<file path="src/rtl/reg_list_pkg.sv">
// -----------------------------------------------------------------------------
// reg_list_pkg
// Shared constants, FSM state type and popcount helper for the LDM/STM
// register-list encoder (reg_list_encoder and its sub-modules).
// -----------------------------------------------------------------------------
package reg_list_pkg;

  localparam int LIST_W = 16;                // one bit per architectural register
  localparam int IDX_W  = $clog2(LIST_W);    // emitted register number width
  localparam int CNT_W  = $clog2(LIST_W + 1); // beat count width (0..LIST_W)

  typedef enum logic {
    IDLE = 1'b0,
    RUN  = 1'b1
  } state_e;

  function automatic logic [CNT_W-1:0] popcount(input logic [LIST_W-1:0] vec);
    logic [CNT_W-1:0] sum;
    sum = '0;
    for (int i = 0; i < LIST_W; i++) begin
      sum = sum + CNT_W'(vec[i]);
    end
    return sum;
  endfunction

endpackage

</file>
<file path="src/rtl/reg_list_encoder_if.sv">
// -----------------------------------------------------------------------------
// reg_list_encoder_if
// Bundles the decode-side request, the consumer handshake and the status
// outputs of reg_list_encoder.
//   master : decode stage / consumer side (drives start, reg_list, ready)
//   slave  : the encoder (drives valid, reg_num, first, last, busy, done,
//            empty, count)
// -----------------------------------------------------------------------------
interface reg_list_encoder_if
  import reg_list_pkg::*;
();

  logic              start;
  logic [LIST_W-1:0] reg_list;
  logic              ready;
  logic              valid;
  logic [IDX_W-1:0]  reg_num;
  logic              first;
  logic              last;
  logic              busy;
  logic              done;
  logic              empty;
  logic [CNT_W-1:0]  count;

  modport master (
    output start, reg_list, ready,
    input  valid, reg_num, first, last, busy, done, empty, count
  );

  modport slave (
    input  start, reg_list, ready,
    output valid, reg_num, first, last, busy, done, empty, count
  );

endinterface

</file>
<file path="src/rtl/lsb_priority_encoder.sv">
// -----------------------------------------------------------------------------
// lsb_priority_encoder
// Combinational LIST_W -> IDX_W finder of the lowest set bit.
// Build option REG_LIST_DESC_EN: the input is bit-reversed and the result
// mirrored, so the module then reports the highest set bit instead.
// An all-zero input yields index 0 (default build) / LIST_W-1 (descending);
// the caller only uses the result while the vector is non-zero.
// Ports:
//   i_vec : LIST_W  vector to search
//   o_idx : IDX_W   index of the selected set bit
// -----------------------------------------------------------------------------
module lsb_priority_encoder
  import reg_list_pkg::*;
(
  input  logic [LIST_W-1:0] i_vec,
  output logic [IDX_W-1:0]  o_idx
);

  logic [LIST_W-1:0] w_vec;
  logic [IDX_W-1:0]  w_idx;

`ifdef REG_LIST_DESC_EN
  assign w_vec = {<<{i_vec}};
  assign o_idx = IDX_W'(LIST_W - 1) - w_idx;
`else
  assign w_vec = i_vec;
  assign o_idx = w_idx;
`endif

  // Scan from the top down so the lowest set bit is the last to write w_idx.
  always_comb begin
    // NOTE: every always_comb output gets a default first, so no latch is inferred.
    w_idx = '0;
    for (int i = LIST_W - 1; i >= 0; i--) begin
      if (w_vec[i]) w_idx = IDX_W'(i);
    end
  end

endmodule

</file>
<file path="src/rtl/reg_list_encoder.sv">
// -----------------------------------------------------------------------------
// reg_list_encoder
// Encoder counterpart of the register-file 4-to-16 decoder for LDM/STM.
// Captures a 16-bit register list on start and emits one register number per
// valid/ready beat, then pulses done for one cycle.
// Build option REG_LIST_DESC_EN: emit highest register first (R15 down),
// otherwise lowest register first (ARM LDM/STM order).
// Ports:
//   clk   : clock, all state changes on the rising edge
//   reset : synchronous, active-high
//   bus   : reg_list_encoder_if.slave
//           in : start, reg_list, ready
//           out: valid, reg_num, first, last, busy, done, empty, count
// -----------------------------------------------------------------------------
module reg_list_encoder
  import reg_list_pkg::*;
(
  input logic               clk,
  input logic               reset,
  reg_list_encoder_if.slave bus
);

  state_e            r_state;
  state_e            w_next;
  logic [LIST_W-1:0] r_pending;
  logic              r_first;
  logic              r_done;
  logic              r_empty;
  logic [CNT_W-1:0]  r_count;

  logic              w_run;
  logic              w_hs;
  logic              w_last;
  logic              w_accept;
  logic [IDX_W-1:0]  w_idx;

  lsb_priority_encoder u_prienc (
    .i_vec (r_pending),
    .o_idx (w_idx)
  );

  assign w_run    = (r_state == RUN);
  assign w_hs     = w_run && bus.ready;
  assign w_last   = w_run && (popcount(r_pending) == CNT_W'(1));
  // start is only honoured from IDLE, which includes the done cycle.
  assign w_accept = (r_state == IDLE) && bus.start;

  always_ff @(posedge clk) begin
    // NOTE: sequential state uses non-blocking (<=) so every register samples pre-edge values.
    if (reset) r_state <= IDLE;
    else       r_state <= w_next;
  end

  always_comb begin
    w_next = r_state;
    unique case (r_state)
      IDLE:    if (w_accept && (|bus.reg_list)) w_next = RUN;
      RUN:     if (w_hs && w_last)              w_next = IDLE;
      default: w_next = IDLE;
    endcase
  end

  always_ff @(posedge clk) begin
    if (reset) begin
      r_pending <= '0;
      r_first   <= 1'b0;
      r_done    <= 1'b0;
      r_empty   <= 1'b0;
      r_count   <= '0;
    end else begin
      r_done <= 1'b0;
      if (w_accept) begin
        r_pending <= bus.reg_list;
        r_count   <= popcount(bus.reg_list);
        r_empty   <= (bus.reg_list == '0);
        r_first   <= 1'b1;
        // An empty list completes immediately without entering RUN.
        if (bus.reg_list == '0) r_done <= 1'b1;
      end else if (w_hs) begin
        // Retire exactly the bit currently presented on reg_num.
        r_pending <= r_pending & ~(LIST_W'(1) << w_idx);
        r_first   <= 1'b0;
        if (w_last) r_done <= 1'b1;
      end
    end
  end

  assign bus.valid   = w_run;
  assign bus.reg_num = w_run ? w_idx : '0;
  assign bus.first   = w_run && r_first;
  assign bus.last    = w_last;
  assign bus.busy    = w_run;
  assign bus.done    = r_done;
  assign bus.empty   = r_empty;
  assign bus.count   = r_count;

endmodule
</file>
<file path="src/flat_wrapper.sv">
// flat-port wrapper written by rule: the top's interface ports become plain ports
module reg_list_encoder_flat import reg_list_pkg::*;
  (clk, reset, bus_start, bus_reg_list, bus_ready, bus_valid, bus_reg_num, bus_first, bus_last, bus_busy, bus_done, bus_empty, bus_count);
  reg_list_encoder_if bus_i ();
  input logic clk;
  input logic reset;
  input wire logic [$bits(bus_i.start)-1:0] bus_start;
  input wire logic [$bits(bus_i.reg_list)-1:0] bus_reg_list;
  input wire logic [$bits(bus_i.ready)-1:0] bus_ready;
  output wire logic [$bits(bus_i.valid)-1:0] bus_valid;
  output wire logic [$bits(bus_i.reg_num)-1:0] bus_reg_num;
  output wire logic [$bits(bus_i.first)-1:0] bus_first;
  output wire logic [$bits(bus_i.last)-1:0] bus_last;
  output wire logic [$bits(bus_i.busy)-1:0] bus_busy;
  output wire logic [$bits(bus_i.done)-1:0] bus_done;
  output wire logic [$bits(bus_i.empty)-1:0] bus_empty;
  output wire logic [$bits(bus_i.count)-1:0] bus_count;
  assign bus_i.start = bus_start;
  assign bus_i.reg_list = bus_reg_list;
  assign bus_i.ready = bus_ready;
  assign bus_valid = bus_i.valid;
  assign bus_reg_num = bus_i.reg_num;
  assign bus_first = bus_i.first;
  assign bus_last = bus_i.last;
  assign bus_busy = bus_i.busy;
  assign bus_done = bus_i.done;
  assign bus_empty = bus_i.empty;
  assign bus_count = bus_i.count;
  reg_list_encoder u_core (.clk(clk), .reset(reset), .bus(bus_i));
endmodule
</file>
<file path="config.mk">
export PLATFORM = sky130hd
export DESIGN_NAME = reg_list_encoder_flat
export DESIGN_NICKNAME = d
export VERILOG_FILES = /design/src/rtl/reg_list_pkg.sv /design/src/rtl/reg_list_encoder_if.sv /design/src/rtl/lsb_priority_encoder.sv /design/src/rtl/reg_list_encoder.sv /design/src/flat_wrapper.sv
export SDC_FILE = /design/constraint.sdc
export NUM_CORES = 1
export LEC_CHECK = 0
export CELL_PAD_IN_SITES_DETAIL_PLACEMENT = 1
export CELL_PAD_IN_SITES_GLOBAL_PLACEMENT = 1
export CORE_ASPECT_RATIO = 0.7
export CORE_MARGIN = 2
export CORE_UTILIZATION = 40
export CTS_CLUSTER_DIAMETER = 120
export DETAILED_ROUTE_END_ITERATION = 16
export PLACE_DENSITY = 0.78
export RECOVER_POWER = 25
export SLEW_MARGIN = 25
export SYNTH_ARGS = -nofsm -noshare
export SYNTH_HDL_FRONTEND = slang
export SYNTH_HIERARCHICAL = 1
export SYNTH_SLANG_ARGS = --single-unit
</file>
<file path="constraint.sdc">
create_clock -name clk -period 5.9 [get_ports clk]
set_input_delay 0.885 -clock clk [delete_from_list [all_inputs] [get_ports clk]]
set_output_delay 0.885 -clock clk [all_outputs]
set_load 0.01 [all_outputs]
</file>
Yosys cells after proc, flatten, opt, wreduce, memory -nomap -nowiden
Index checks and enable logic that the tools add are counted.
{"block": "classes", "n_addsub": 30, "n_eq_ne": 1, "shifts": 1, "muxes": 28, "bitwise_logic": 3, "reduce_logical": 9}
{"operator": "5-bit by 1-bit adder with 5-bit output", "count": 28}
{"operator": "4-bit two-way mux", "count": 17}
{"operator": "16-bit two-way mux", "count": 2}
{"operator": "16-bit bitwise AND", "count": 1}
{"operator": "16-bit zero test", "count": 1}
{"operator": "16-bit NOT", "count": 1}
{"operator": "16-bit OR reduction", "count": 1}
{"operator": "1-bit by 4-bit << shifter with 16-bit output (first input constant)", "count": 1}
{"operator": "1-bit two-way mux", "count": 8}
{"operator": "1-bit logical AND", "count": 6}
{"operator": "5-bit by 1-bit equality test with 1-bit output (second input constant)", "count": 1}
{"operator": "1-bit by 1-bit adder with 2-bit output", "count": 2}
{"operator": "1-bit one-hot mux with 2 select lines", "count": 1}
{"operator": "2-bit nonzero test", "count": 1}
{"operator": "1-bit NOT", "count": 1}
{"block": "totals", "regBits": 25, "in_bits": 20, "output_inout_bits": 15, "elab_cells": 78}

Longest topological paths before layout
Gate-level depths: netlist of the first run.
{"block": "logic_depth", "ltp_word": 21, "mapped_depth": 14}

Cells and area by module
The synthesis of the first run kept the hierarchy.
{"mod": "reg_list_encoder", "instances": 1, "cells_per_inst": 217, "area_per_inst_um2": 1865.5, "seq_area_each_um2": 500.5}
{"mod": "lsb_priority_encoder", "instances": 1, "cells_per_inst": 31, "area_per_inst_um2": 178.9, "seq_area_each_um2": 0.0}

Worst setup path after synthesis of the first run
Ideal clock, no wire load.
{"block": "synth_timing", "path_kind": "reg-to-output", "from": "register u_core.r_pending[5]", "to": "output port bus_last", "t_arrival_ps": 3657, "slack_ps": 1358, "stages_incl_launch_ff": 13, "n_path_buf": 0, "path_cell_list": "dfxtp_1 > inv_1 > fa_1 > inv_1 > fa_1 > fa_1 > inv_1 > fa_1 > inv_1 > ha_1 > fa_1 > a211o_1 > nor3_1"}
{"block": "synth_via", "elab_chain_len": 13}
{"item": "start, declared", "line_no": "reg_list_encoder.sv:25", "rtl": "logic [LIST_W-1:0] r_pending;"}
{"item": "start signal, assigned", "line_no": "reg_list_encoder.sv:73", "rtl": "r_pending <= bus.reg_list;"}
{"item": "start signal, assigned", "line_no": "reg_list_encoder.sv:81", "rtl": "r_pending <= r_pending & ~(LIST_W'(1) << w_idx);"}
{"item": "5-bit by 1-bit adder with 5-bit output (11 in a row)", "line_no": "reg_list_pkg.sv:21", "rtl": "sum = sum + CNT_W'(vec[i]);"}
{"item": "5-bit by 1-bit equality test with 1-bit output", "line_no": "reg_list_encoder.sv:44", "rtl": "assign w_last = w_run && (popcount(r_pending) == CNT_W'(1));"}
{"item": "1-bit logical AND", "line_no": "reg_list_encoder.sv:44"}
{"item": "end, declared", "line_no": "flat_wrapper.sv:13", "rtl": "output wire logic [$bits(bus_i.last)-1:0] bus_last;"}
Every way passes these cells.

Worst setup path after layout of the first run
Same ends and word-level chain as after synthesis.

==> results of run 1 <==
==> flip-flops by register name, summed over array words and instances (netlist names) <==
name,flops
u_core/bus.empty,1
u_core/bus.done,1
u_core/r_pending,16
u_core/bus.busy,1
u_core/r_first,1
u_core/bus.count,5
==> cell families (layout without fill, tap and decap cells) <==
family                   count (synthesis)  in the layout  synth area share (%)
flip-flops                              25             25                  24.5
buffers and inverters                   58             86                  12.1
AND/OR/NAND/NOR                         92             92                  22.0
adder cells (fa/ha/maj)                 31             31                  26.3
AO/OA/AOI/OAI                           42             42                  15.1
==> power groups by stage <==
stage,Clock (uW),Combinational [uW],Sequential [uW]
detailed placement,0,400,217
global route,114,461,217
global placement,0,390,216
finish,104,395,212
floorplan,0,266,214
CTS,106,404,213
==> critical path, delay by kind of cell (launching register included) <==
family                   cells  cell delay (ps)
AO/OA/AOI/OAI                1              320
adder cells (fa/ha/maj)      6             2570
buffers and inverters        5              800
flip-flops                   1              430
AND/OR/NAND/NOR              1              130
==> metrics by stage <==
stage | instances | total power [uW] | worst slack, ps
finish | 345 | 712 | 492
global route | 345 | 791 | 256
CTS | 345 | 724 | 451
detailed placement | 341 | 617 | 780
global placement | 341 | 607 | 836
floorplan | 248 | 480 | 1360
==> area by class of cell <==
| type | count | area, um^2 |
|---|---|---|
| fillers | 599 | 2420 |
| well taps | 69 | 86.3 |
| multi-input cells | 165 | 1290 |
| repair buffers | 35 | 348 |
| inverters | 47 | 176 |
| clock buffers | 4 | 45.0 |
| flip-flops and latches | 25 | 500 |
==> synth_stat cells, drive strengths merged (2+ instances only) <==
master / instances / share of area, %
a21oi: 10 / 2.4
nor3: 5 / 1.2
nor3b: 3 / 1.1
and3: 2 / 0.61
nor4: 5 / 2.6
nand2: 48 / 8.8
nor2b: 2 / 0.61
a221oi: 16 / 6.9
a31oi: 3 / 0.92
o211ai: 2 / 0.73
dfxtp: 25 / 24
fa: 20 / 20
buf: 8 / 2.9
and2: 5 / 1.5
ha: 11 / 6.7
clkbuf: 3 / 0.55
o21ai: 2 / 0.49
nor2: 14 / 2.6
nand2b: 2 / 0.98
inv: 47 / 8.6
nand3: 2 / 0.49
==> worst max-delay path by stage <==
stage | cells past startpoint | end | from | slack [ps]
after floorplan | 12 | bus_last | u_core/r_pending[5] | 1360
after global placement | 13 | bus_last | u_core/r_pending[5] | 840
after detailed placement | 13 | bus_last | u_core/r_pending[5] | 780
after CTS | 13 | bus_last | u_core/r_pending[5] | 450
after global routing | 13 | bus_last | u_core/r_pending[5] | 260
final | 13 | bus_last | u_core/r_pending[5] | 490
==> metal layers <==
metal  vias to the layer above  track usage, %  wire [um]
li1                        879               -          -
met1                       865            34.5       2960
met2                        43            31.4       2270
met3                         5            3.49        291
met4                         0            3.17         27
met5                         -               0          0
==> impl_metrics.env, run 1 <==
export IMPL_crit_chain="inv_1, fa_1, inv_1, fa_1, fa_1, inv_1, fa_1, inv_1, ha_1, fa_1, a211o_1, nor3_1, clkdlybuf4s50_1"
export IMPL_synthArstFlopShare_pct=0
export IMPL_holdCritStartpoint="u_core/bus.count[2]"
export IMPL_r2r_slack_ps=1640
export IMPL_die_w_um=89.5
export IMPL_tns_ps=0
export IMPL_timing_rr_start="u_core/r_pending[5]"
export IMPL_htree_levels=1
export IMPL_start_util_pct=42.1
export IMPL_grt_pass1_wl_um=9510
export IMPL_cp_max_fo=6
export IMPL_ys_seq_elements=25
export IMPL_cp_arrival_ps=4520
export IMPL_max_cap_viol_count=0
export IMPL_root_buffer="clkbuf_8"
export IMPL_cp_slowest_stage_delay_ps=560
export IMPL_ir_worst_vdd_uv=128
export IMPL_slew_viol_final=0
export IMPL_switching_share_pct=42.1
export IMPL_worstSetupStartpointType="flop"
export IMPL_drt_wl_total_um=5560
export IMPL_timing_final_crit_share_pct=91.7
export IMPL_cts_buffers=3
export IMPL_grt_max_degree=27
export IMPL_port_buffers=34
export IMPL_antenna_found_initial=0
export IMPL_whs_ps=465
export IMPL_hold_path_depth=2
export IMPL_wl_per_cell_um=16.1
export IMPL_hpwl_um=4600
export IMPL_clockPowerShare_pct=14.7
export IMPL_rsz0062_at_grt="false"
export IMPL_timing_final_setup_violations=0
export IMPL_power_leakage_uw=0.00106
export IMPL_holdPathEnd="u_core/bus.count[2]"
export IMPL_drtAntennaViolNets=0
export IMPL_finalNetCount=328
export IMPL_grt_util_all_layers_pct=21.7
export IMPL_placeableCoreArea_mm2=0.00486
export IMPL_internal_power_uw=412
export IMPL_postCtsSetupBuffers=0
export IMPL_final_area_mm2=0.00244
export IMPL_synthDistinctLibCells=39
export IMPL_power_density_mw_per_mm2=291
export IMPL_worst_clock_skew_ps=1.60
export IMPL_place_congestion=0.777
export IMPL_final_cell_mix="48 x nand2_1, 47 x inv_1, 26 x clkdlybuf4s50_1"
export IMPL_antennaDiodeCount=0
export IMPL_drt_vias_per_instance=5.19
export IMPL_clock_path_buffers=2
export IMPL_timing_rr_end="u_core/bus.busy"
export IMPL_floorplan_die_area_mm2=0.00571
export IMPL_layout_drive_gt1_share_pct=2.17
export IMPL_num_rows=21
export IMPL_ctsHoldBuffers=0
export IMPL_period_needed_ps=5410
export IMPL_max_slew_worst_pin_slew_ps=984
export IMPL_cts_sinks=25
export IMPL_synthFlopType="dfxtp_1"
export IMPL_synth_seq_area_share_pct=24.5
export IMPL_max_freq_mhz=185
export IMPL_crit_path_end_kind="output pin"
export IMPL_hold_viol_final=0
export IMPL_critPathKind="flop to output pin"
export IMPL_overflow=0
export IMPL_r2r_cells=13
export IMPL_final_common_cell="nand2_1"
export IMPL_route_detailed_drc=0
export IMPL_outcome="complete, no violations"
export IMPL_area_delta_synth_final_pct=19.6
export IMPL_grt_pass1_vias=1879
export IMPL_relSlewSlack_pct=34.4
export IMPL_syn_num_nets=299
export IMPL_power_frac_seq_pct=29.8
export IMPL_p_switching_uw=300
export IMPL_insertion_delay_ps=270
export IMPL_crit_slowest_cell="clkdlybuf4s50_1"
export IMPL_synth_edf_count=0
export IMPL_crit_required_ps=5020
export IMPL_die_h_um=63.8
export IMPL_hold_class="flop to flop"
export IMPL_cts_tree="yes"
export IMPL_post_route_util_pct=50.3
export IMPL_first_iter_violations=132
export IMPL_path_clk_slew_ps=90
export IMPL_p_comb_share_pct=55.5
export IMPL_synthCells=248
export IMPL_yosys_warnings=6
export IMPL_cts_resized_gates=0
export IMPL_firstDrtPassIters=4
export IMPL_avgSynthCellArea_um2=8.24
export IMPL_syn_area_mm2=0.00204
export IMPL_ios=35
export IMPL_dpl_cell_area_mm2=0.00241
export IMPL_vias=1792
export IMPL_cp_common_cell="fa_1"
(Power assumes the default switching activity.)
==> inputs of run 2 (changes only) <==
--- a/config.mk
+++ b/config.mk
@@ -12,8 +12,8 @@
 export CORE_UTILIZATION = 40
 export CTS_CLUSTER_DIAMETER = 120
 export DETAILED_ROUTE_END_ITERATION = 16
+export HOLD_SLACK_MARGIN = 0.08
 export PLACE_DENSITY = 0.78
-export RECOVER_POWER = 25
 export SLEW_MARGIN = 25
 export SYNTH_ARGS = -nofsm -noshare
 export SYNTH_HDL_FRONTEND = slang
==> impl_metrics.env, run 2 (synthesized netlist as in run 1, its figures left out) <==
export IMPL_ir_worst_vdd_uv=132
export IMPL_worst_clock_skew_ps=1.59
export IMPL_ctsHoldBuffers=0
export IMPL_max_cap_viol_count=0
export IMPL_largest_register_ffs=16
export IMPL_floorplan_die_area_mm2=0.00571
export IMPL_first_iter_violations=143
export IMPL_power_density_mw_per_mm2=293
export IMPL_p_switching_uw=301
export IMPL_finalNetCount=328
export IMPL_grt_util_all_layers_pct=21.7
export IMPL_power_leakage_uw=0.00104
export IMPL_antenna_found_initial=0
export IMPL_hold_class="flop to flop"
export IMPL_port_buffers=34
export IMPL_die_w_um=89.5
export IMPL_cp_arrival_ps=4520
export IMPL_hold_viol_final=0
export IMPL_place_congestion=0.777
export IMPL_htree_levels=1
export IMPL_placeableCoreArea_mm2=0.00486
export IMPL_rsz0062_at_grt="false"
export IMPL_drtAntennaViolNets=0
export IMPL_power_frac_seq_pct=29.6
export IMPL_dpl_cell_area_mm2=0.00241
export IMPL_overflow=0
export IMPL_timing_final_crit_share_pct=91.6
export IMPL_relSlewSlack_pct=38.4
export IMPL_final_common_cell="nand2_1"
export IMPL_drt_vias_per_instance=5.20
export IMPL_die_h_um=63.8
export IMPL_antennaDiodeCount=0
export IMPL_route_detailed_drc=0
export IMPL_root_buffer="clkbuf_8"
export IMPL_timing_final_setup_violations=0
export IMPL_crit_path_end_kind="output pin"
export IMPL_firstDrtPassIters=4
export IMPL_p_comb_share_pct=55.8
export IMPL_hpwl_um=4600
export IMPL_cts_buffers=3
export IMPL_ios=35
export IMPL_area_delta_synth_final_pct=20.0
export IMPL_grt_max_degree=27
export IMPL_cts_resized_gates=0
export IMPL_path_clk_slew_ps=90
export IMPL_start_util_pct=42.1
export IMPL_final_area_mm2=0.00245
export IMPL_grt_pass1_wl_um=9510
export IMPL_top_register="u_core/r_pending"
export IMPL_layout_drive_gt1_share_pct=2.54
export IMPL_slew_viol_final=0
export IMPL_drt_wl_total_um=5590
export IMPL_cts_sinks=25
export IMPL_clock_path_buffers=2
export IMPL_cts_tree="yes"
export IMPL_period_needed_ps=5410
export IMPL_wl_per_cell_um=16.2
export IMPL_post_route_util_pct=50.5
export IMPL_cp_max_fo=6
export IMPL_vias=1795
export IMPL_critPathKind="flop to output pin"
export IMPL_grt_pass1_vias=1879
export IMPL_num_rows=21
export IMPL_max_slew_worst_pin_slew_ps=921
export IMPL_clockPowerShare_pct=14.5
export IMPL_internal_power_uw=417
export IMPL_final_cell_mix="48 x nand2_1, 47 x inv_1, 34 x clkdlybuf4s50_1"
export IMPL_insertion_delay_ps=270
export IMPL_max_freq_mhz=185
export IMPL_crit_required_ps=5020
export IMPL_postCtsSetupBuffers=0
export IMPL_switching_share_pct=42.0
export IMPL_outcome="complete, no violations"
export IMPL_tns_ps=0
export IMPL_worstSetupStartpointType="flop"
run 2: cell count changes in the layout (fill, tap and decap cells not counted), sizes merged:
cell / previous run / this run
dlygate4sd3: 8 / 0
clkdlybuf4s50: 26 / 34
run 2: path summary, 6_finish.rpt:
path | from | end | slack [ps] | depth (start not counted)
setup / recovery | u_core/r_pending[5] | bus_last | 490 | 13
hold / removal | u_core/bus.count[2] | u_core/bus.count[2] | 470 | 2
setup reg to reg | u_core/r_pending[5] | u_core/bus.busy | 1640 | 13
hold reg to reg | u_core/bus.count[2] | u_core/bus.count[2] | 470 | 2
run 2: layout make-up:
class	instances	area [um^2]
fillers	599	2410
multi-input cells	165	1300
flip-flops and latches	25	500
repair buffers	35	348
inverters	47	176
well taps	69	86.3
clock buffers	4	45.0
run 2: power by group through the flow:
| stage | Sequential, uW | Combinational, uW | Clock (uW) |
|---|---|---|---|
| after floorplan | 214 | 266 | 0 |
| after global placement | 216 | 390 | 0 |
| after detailed placement | 217 | 400 | 0 |
| after CTS | 213 | 404 | 106 |
| after global routing | 217 | 465 | 114 |
| final | 213 | 401 | 104 |
run 2: worst max-delay path, cell delays in order (launching register included):
cell and delay, ps:
dfxtp_1 430, inv_1 90, fa_1 540, inv_1 50, fa_1 450, fa_1 510
inv_1 60, fa_1 480, inv_1 40, ha_1 200, fa_1 390, a211o_1 320
nor3_1 130, clkdlybuf4s50_1 560
run 2: routing by layer:
layer	track usage, %	wire length (um)
met5	0	0
met4	3.17	27
met3	3.49	290
met2	31.4	2280
met1	34.5	2990
run 2: through the flow:
stage	std cells	setup WS, ps	total power [uW]	hold slack [ps]
4_1_cts	345	451	724	474
5_1_grt	345	256	796	492
3_5_place_dp	341	780	617	451
6_report	345	493	718	469
2_1_floorplan	248	1360	480	447
3_3_place_gp	341	836	607	445
==> inputs of run 3 (changes only) <==
--- a/config.mk
+++ b/config.mk
@@ -12,7 +12,7 @@
 export CORE_UTILIZATION = 40
 export CTS_CLUSTER_DIAMETER = 120
 export DETAILED_ROUTE_END_ITERATION = 16
-export HOLD_SLACK_MARGIN = 0.08
+export HOLD_SLACK_MARGIN = 0.12
 export PLACE_DENSITY = 0.78
 export SLEW_MARGIN = 25
 export SYNTH_ARGS = -nofsm -noshare
==> results of run 3 <==
The final DEF is identical to that of run 2; final timing and power are the same.
